<file path="src/rtl/pc_gen_pkg.sv">
// Types shared by the program-counter generator and its users: redirect sources,
// exception target selects and the exception cause encoding.
package pc_gen_pkg;

    typedef enum logic [2:0] {
        PC_BOOT = 3'd0,
        PC_JUMP = 3'd1,
        PC_EXC  = 3'd2,
        PC_ERET = 3'd3,
        PC_DRET = 3'd4,
        PC_BP   = 3'd5
    } pc_sel_e;

    typedef enum logic [1:0] {
        EXC_PC_EXC     = 2'd0,
        EXC_PC_IRQ     = 2'd1,
        EXC_PC_DBD     = 2'd2,
        EXC_PC_DBG_EXC = 2'd3
    } exc_pc_sel_e;

    typedef struct packed {
        logic       irq_ext;
        logic       irq_int;
        logic [5:0] lower_cause;
    } exc_cause_t;

    // Internal NMI lands in the last vector slot of a 32-entry table
    localparam exc_cause_t ExcCauseIrqNm = '{irq_ext: 1'b0, irq_int: 1'b1, lower_cause: 6'd31};

endpackage

</file>
<file path="src/rtl/pc_gen.sv">
// Program-counter generator: registered fetch request with redirect, predictor and
// sequential paths. Optional return-address stack is built when PC_GEN_RAS_EN is defined.
//
// state | meaning
// IDLE  | out of reset, no fetch request issued yet
// RUN   | fetch request always valid; address advances on handshake or redirect
module pc_gen
    import pc_gen_pkg::*;
#(
    parameter logic [31:0] DmHaltAddr      = 32'h1A110800,
    parameter logic [31:0] DmExceptionAddr = 32'h1A110808,
    parameter int unsigned NumIrqVec       = 32,
    parameter int unsigned RasDepth        = 4
) (
    input  logic        clk_i,
    input  logic        rst_ni,
    input  logic [31:0] boot_addr_i,
    input  logic        pc_set_i,
    input  pc_sel_e     pc_mux_i,
    input  exc_pc_sel_e exc_pc_mux_i,
    input  exc_cause_t  exc_cause_i,
    input  logic [31:0] branch_target_ex_i,
    input  logic [31:0] csr_mepc_i,
    input  logic [31:0] csr_depc_i,
    input  logic [31:0] csr_mtvec_i,
    input  logic        predict_branch_taken_i,
    input  logic [31:0] predict_branch_pc_i,
    input  logic        instr_compressed_i,
    input  logic        ras_push_i,
    input  logic        ras_pop_i,
    input  logic        fetch_ready_i,
    output logic        fetch_valid_o,
    output logic [31:0] fetch_addr_o,
    output logic        redirect_o,
    output logic        csr_mtvec_init_o
);

    localparam int unsigned IdxW = $clog2(NumIrqVec);

    typedef enum logic {IDLE, RUN} state_e;

    state_e      state_q, state_d;
    logic        valid_q, valid_d;
    logic [31:0] addr_q, addr_d;
    logic        redir_q, redir_d;

    logic        handshake;
    logic [31:0] seq_addr;
    logic [5:0]  cause_sel;
    logic [IdxW-1:0] irq_idx;
    logic [31:0] mtvec_base;
    logic [31:0] exc_target;
    logic [31:0] set_target;
    logic        ras_hit;
    logic [31:0] ras_top;

    assign handshake        = valid_q & fetch_ready_i;
    assign seq_addr         = addr_q + (instr_compressed_i ? 32'd2 : 32'd4);
    assign csr_mtvec_init_o = pc_set_i & (pc_mux_i == PC_BOOT);

    // NMI vector index is fixed regardless of the incoming cause code
    assign cause_sel  = exc_cause_i.irq_int ? ExcCauseIrqNm.lower_cause : exc_cause_i.lower_cause;
    assign irq_idx    = cause_sel[IdxW-1:0];
    assign mtvec_base = {csr_mtvec_i[31:8], 8'h00};

    always_comb begin
        exc_target = mtvec_base;
        case (exc_pc_mux_i)
            EXC_PC_EXC:     exc_target = mtvec_base;
            EXC_PC_IRQ:     exc_target = mtvec_base + (32'(irq_idx) << 2);
            EXC_PC_DBD:     exc_target = DmHaltAddr;
            EXC_PC_DBG_EXC: exc_target = DmExceptionAddr;
            default:        exc_target = mtvec_base;
        endcase
    end

    always_comb begin
        set_target = {boot_addr_i[31:8], 8'h80};
        case (pc_mux_i)
            PC_BOOT: set_target = {boot_addr_i[31:8], 8'h80};
            PC_JUMP: set_target = branch_target_ex_i;
            PC_EXC:  set_target = exc_target;
            PC_ERET: set_target = csr_mepc_i;
            PC_DRET: set_target = csr_depc_i;
            PC_BP:   set_target = predict_branch_pc_i;
            default: set_target = {boot_addr_i[31:8], 8'h80};
        endcase
    end

`ifdef PC_GEN_RAS_EN
    localparam int unsigned PtrW = $clog2(RasDepth);
    localparam logic [PtrW:0] RasFull = (PtrW+1)'(RasDepth);

    logic [31:0]     ras_q [RasDepth];
    logic [PtrW-1:0] ras_ptr_q;
    logic [PtrW-1:0] ras_top_ptr;
    logic [PtrW:0]   ras_cnt_q;
    logic            ras_do_push;
    logic            ras_clear;

    assign ras_top_ptr = ras_ptr_q - PtrW'(1);
    assign ras_top     = ras_q[ras_top_ptr];
    assign ras_hit     = handshake & ~pc_set_i & ras_pop_i & (ras_cnt_q != '0);
    assign ras_do_push = handshake & ~pc_set_i & ras_push_i;
    assign ras_clear   = pc_set_i & ((pc_mux_i == PC_BOOT) | (pc_mux_i == PC_EXC));

    always_ff @(posedge clk_i or negedge rst_ni) begin
        if (!rst_ni) begin
            ras_ptr_q <= '0;
            ras_cnt_q <= '0;
        end else if (ras_clear) begin
            ras_ptr_q <= '0;
            ras_cnt_q <= '0;
        end else if (ras_do_push && !ras_hit) begin
            ras_ptr_q <= ras_ptr_q + PtrW'(1);
            if (ras_cnt_q != RasFull) begin
                ras_cnt_q <= ras_cnt_q + (PtrW+1)'(1);
            end
        end else if (ras_hit && !ras_do_push) begin
            ras_ptr_q <= ras_top_ptr;
            ras_cnt_q <= ras_cnt_q - (PtrW+1)'(1);
        end
    end

    // Storage needs no reset: occupancy is tracked by ras_cnt_q alone
    always_ff @(posedge clk_i) begin
        if (!ras_clear && ras_do_push) begin
            if (ras_hit) begin
                ras_q[ras_top_ptr] <= seq_addr;
            end else begin
                ras_q[ras_ptr_q] <= seq_addr;
            end
        end
    end
`else
    logic unused_ras;

    assign ras_hit    = 1'b0;
    assign ras_top    = '0;
    assign unused_ras = ras_push_i ^ ras_pop_i;
`endif

    logic unused_bits;
    assign unused_bits = ^{boot_addr_i[7:0], csr_mtvec_i[7:0], exc_cause_i.irq_ext, cause_sel};

    always_comb begin
        state_d = state_q;
        valid_d = valid_q;
        addr_d  = addr_q;
        redir_d = 1'b0;
        case (state_q)
            IDLE: begin
                if (pc_set_i) begin
                    state_d = RUN;
                    valid_d = 1'b1;
                    addr_d  = set_target;
                    redir_d = 1'b1;
                end
            end
            RUN: begin
                valid_d = 1'b1;
                if (pc_set_i) begin
                    addr_d  = set_target;
                    redir_d = 1'b1;
                end else if (handshake) begin
                    if (ras_hit) begin
                        addr_d  = ras_top;
                        redir_d = 1'b1;
                    end else if (predict_branch_taken_i) begin
                        addr_d  = predict_branch_pc_i;
                        redir_d = 1'b1;
                    end else begin
                        addr_d  = seq_addr;
                    end
                end
            end
            default: state_d = IDLE;
        endcase
    end

    always_ff @(posedge clk_i or negedge rst_ni) begin
        if (!rst_ni) begin
            state_q <= IDLE;
            valid_q <= 1'b0;
            addr_q  <= '0;
            redir_q <= 1'b0;
        end else begin
            state_q <= state_d;
            valid_q <= valid_d;
            addr_q  <= addr_d;
            redir_q <= redir_d;
        end
    end

    assign fetch_valid_o = valid_q;
    assign fetch_addr_o  = addr_q;
    assign redirect_o    = redir_q;

endmodule

</file>
<file path="config.mk">
export PLATFORM = sky130hd
export DESIGN_NAME = pc_gen
export DESIGN_NICKNAME = d
export VERILOG_FILES = /design/src/rtl/pc_gen_pkg.sv /design/src/rtl/pc_gen.sv
export SDC_FILE = /design/constraint.sdc
export NUM_CORES = 1
export LEC_CHECK = 0
export BUFFER_PORTS_ARGS = -buffer_cell sky130_fd_sc_hd__buf_2
export CORE_ASPECT_RATIO = 0.6
export CORE_MARGIN = 10
export CORE_UTILIZATION = 40
export DETAILED_ROUTE_END_ITERATION = 8
export PLACE_DENSITY_LB_ADDON = 0.25
export SLEW_MARGIN = 40
export SYNTH_ARGS = -nofsm -noshare
export SYNTH_HDL_FRONTEND = slang
export SYNTH_SLANG_ARGS = --single-unit
export TNS_END_PERCENT = 1
</file>
<file path="constraint.sdc">
create_clock -name clk_i -period 2.3 [get_ports clk_i]
set_clock_uncertainty 0.2 [all_clocks]
set_input_delay 0.575 -clock clk_i [delete_from_list [all_inputs] [get_ports clk_i]]
set_output_delay 0.575 -clock clk_i [all_outputs]
set_load 0.02 [all_outputs]
</file>
==> out/metrics.csv <==
metric,value,unit
Starting Density,41.7,%
clk root buf,clkbuf_16,
routed via count,5986,
DR DRC count,0,
failing checks,setup timing,
pin count of the biggest net entering global routing,36,
Startpoint Class,input pin,
"commonest non-fill, non-tap cell in the layout",buf_2,
die extent in x,152,um
asr flop ratio synth,100,%
Finished Cell Area,6240,um^2
multi-input logic area,3080,um^2
Clock transition at path regs,60,ps
largest family of logic cells by synthesized area,compound AO/OA/AOI/OAI gates,
IO Pins,248,
unrepaired setup endpoints after global routing,yes,
Worst EP required,2280,ps
Setup CP Type,input pin to register,
post-synthesis cell area,4160,um^2
Max Slew Vio Count,0,
num rows,28,
P per Cell Area,476,nW/um^2
FF-to-FF Start,fetch_addr_o[1]$_DFFE_PN0P_,
antenna cells,0,
Crit. End Element,register,
Detailed Route Iter0 Violations,574,
CP Max Fanout,4,
Setup Viol. Count Final,1,
Max Clk Rate,0.433,GHz
Area contributors post-synth,"dfrtp_1 21%, a21oi_1 7.2%, o21ai_0 6.4%, nor2_1 5.3%, mux2i_1 5.3%",
post-synthesis sequential area ratio,21.1,%
worst reg-to-reg path cell count,10,
Compound-Gate Fraction of Synth Area,33.8,%
post-synth cell types,69,
Final TNS setup,-7.40,ps
P&R area growth vs syn,49.9,%
clk sinks,35,
count of hold buffers inserted by post-cts repair,0,
"FF+latch count, synth",35,
antenna violations before repair,0,
synth warn,0,
Yosys top cell area share,21.1,%
TritonCTS clock tree,yes,
ratio of cells with drive above 1 in the final layout,45.3,%
final worst-path cycle share,100,%
Worst-Margin Slew,614,ps
"leading cell types in the layout, fill and taps excluded","224 x buf_2, 85 x buf_4, 58 x nor2_1, 58 x a21oi_1, 56 x nand2_1",
HP Class,input pin to asynchronous set/reset pin,
Port Buffers,227,
placed instance area,5970,um^2
Reg area,876,um^2
CP arrival,2290,ps
status,finished with violations,
via/cell ratio,6.10,
Final Core Density,62.5,%
Synth Flop Type,dfrtp_1,
"area leader, netlist",dfrtp_1,
Fin. Hold Viols,0,
Cells after Synth,569,
Static Leak,2.94,nW
Post-Synth Adder-Cell Area,1.08,%
hold_ws,130,ps
clock buffer depth,2,
r2r endpoint,fetch_addr_o[15]$_DFFE_PN0P_,
Pre-Repair DR Iteration Count,5,
Post-Syn Area per Cell,7.31,um^2
post-synthesis mux area share,11.8,%
Max Cap Viol,0,
RePlAce Congestion,0.997,
Die ar.,15000,um^2
worst reg-to-reg setup slack,10,ps
slew margin rel.,58.6,%
final worst path period need,2310,ps
Synth Area in Simple Gates,24.0,%
CP endpoint,fetch_addr_o[15]$_DFFE_PN0P_,
VDD IR-drop max,0.410,mV
post-route setup slack,-7.40,ps
Post-DRT Antenna Nets,0,
Post-synth EDFFs,0,
H-tree lvl count,2,
Final Power,2.97,mW
worst skew pair latency,290,ps
area of the core,9980,um^2
Worst Setup SP,instr_compressed_i,
vias in the first global route,6136,
Tot GR Track Use,28.4,%
xor and xnor area share after synthesis,1.47,%
total CTS buffers,5,
DP HPWL,18600,um
final wirelength,22400,um
Synth Net Count,785,
first-pass GRT wire length,33900,um
# fillers,949,
wire per inst,22.8,um
chip height,99.0,um
Overflow after GRT,0,
final net count,1061,
worst min path at each step:
stage	cells past startpoint	slack, ps	from	end
global route	2	170	rst_ni	fetch_addr_o[22]$_DFFE_PN0P_
global placement	1	290	fetch_addr_o[0]$_DFFE_PN0P_	fetch_addr_o[0]$_DFFE_PN0P_
finish	2	130	rst_ni	fetch_addr_o[23]$_DFFE_PN0P_
detailed placement	1	320	fetch_addr_o[0]$_DFFE_PN0P_	fetch_addr_o[0]$_DFFE_PN0P_
CTS	2	150	rst_ni	fetch_addr_o[23]$_DFFE_PN0P_
floorplan	0	80	rst_ni	fetch_addr_o[0]$_DFFE_PN0P_
state kept, by name (all words and copies together) (netlist names):
name and count:
fetch_addr_o 32, redirect_o 1, state_q 1, fetch_valid_o 1
metrics by stage:
step                instances  setup slack [ps]
finish                    981             -7.40
floorplan                 569              -237
detailed placement        973              -396
CTS                       981             -54.9
global placement          973              -364
global route              981              -155
what timing repair did:
item | CTS | global route
setup buffers | 0 | 0
gates cloned | 0 | 0
gates resized for setup | 12 | 16
pin swaps | 4 | 1
hold endpoints to repair | 0 | 0
endpoints found under the setup margin | 8 | 24
Yosys cell counts (all sizes together), types with 6 or more instances:
cell type,count
a211oi,11
o21ai,56
nand3,18
mux2i,22
mux2,14
nor2,59
nand4,10
a221oi,10
nand2,57
a21oi,60
nor2b,7
o31ai,10
dfrtp,35
o22ai,11
and3,8
o211ai,6
nor3,13
a22oi,12
clkbuf,24
a31oi,8
buf,25
inv,15
report_power, final:
part	switching (mW)	internal [mW]
Sequential	0.114	0.705
Combinational	0.737	0.577
Clock	0.292	0.540
Total	1.14	1.82
cells by family (layout without fill, tap and decap cells):
logic type,after synthesis,after routing
AO/OA/AOI/OAI,219,219
buffers and inverters,64,341
XOR/XNOR,7,7
multiplexers,41,41
adder cells (fa/ha/maj),3,3
flip-flops,35,35
AND/OR/NAND/NOR,200,200
worst max-delay path: stages:
cell and delay (ps):
buf_2 90, ha_2 170, inv_1 50, fa_2 350, nand4b_1 250, nor3_2 190, nand2_2 110, buf_4 160
nor2_1 80, o31ai_1 80, a22o_1 190
area by class of cell:
| cell class | count | area share, % |
|---|---|---|
| multi-input combinational | 470 | 49.4 |
| clock buffer | 6 | 2.23 |
| timing repair buffer | 318 | 30.1 |
| inverter | 15 | 0.903 |
| clock inverter | 2 | 0.562 |
| tap | 135 | 2.71 |
| sequential | 35 | 14.0 |
metal layers:
layer,routed length (um),vias up,global-route usage [%]
met1,8830,2810,35.5
met3,2830,52,9.09
met5,0,-,0
li1,-,2699,-
met4,632,0,8.76
met2,10100,425,45.4
(Power assumes the default switching activity.)
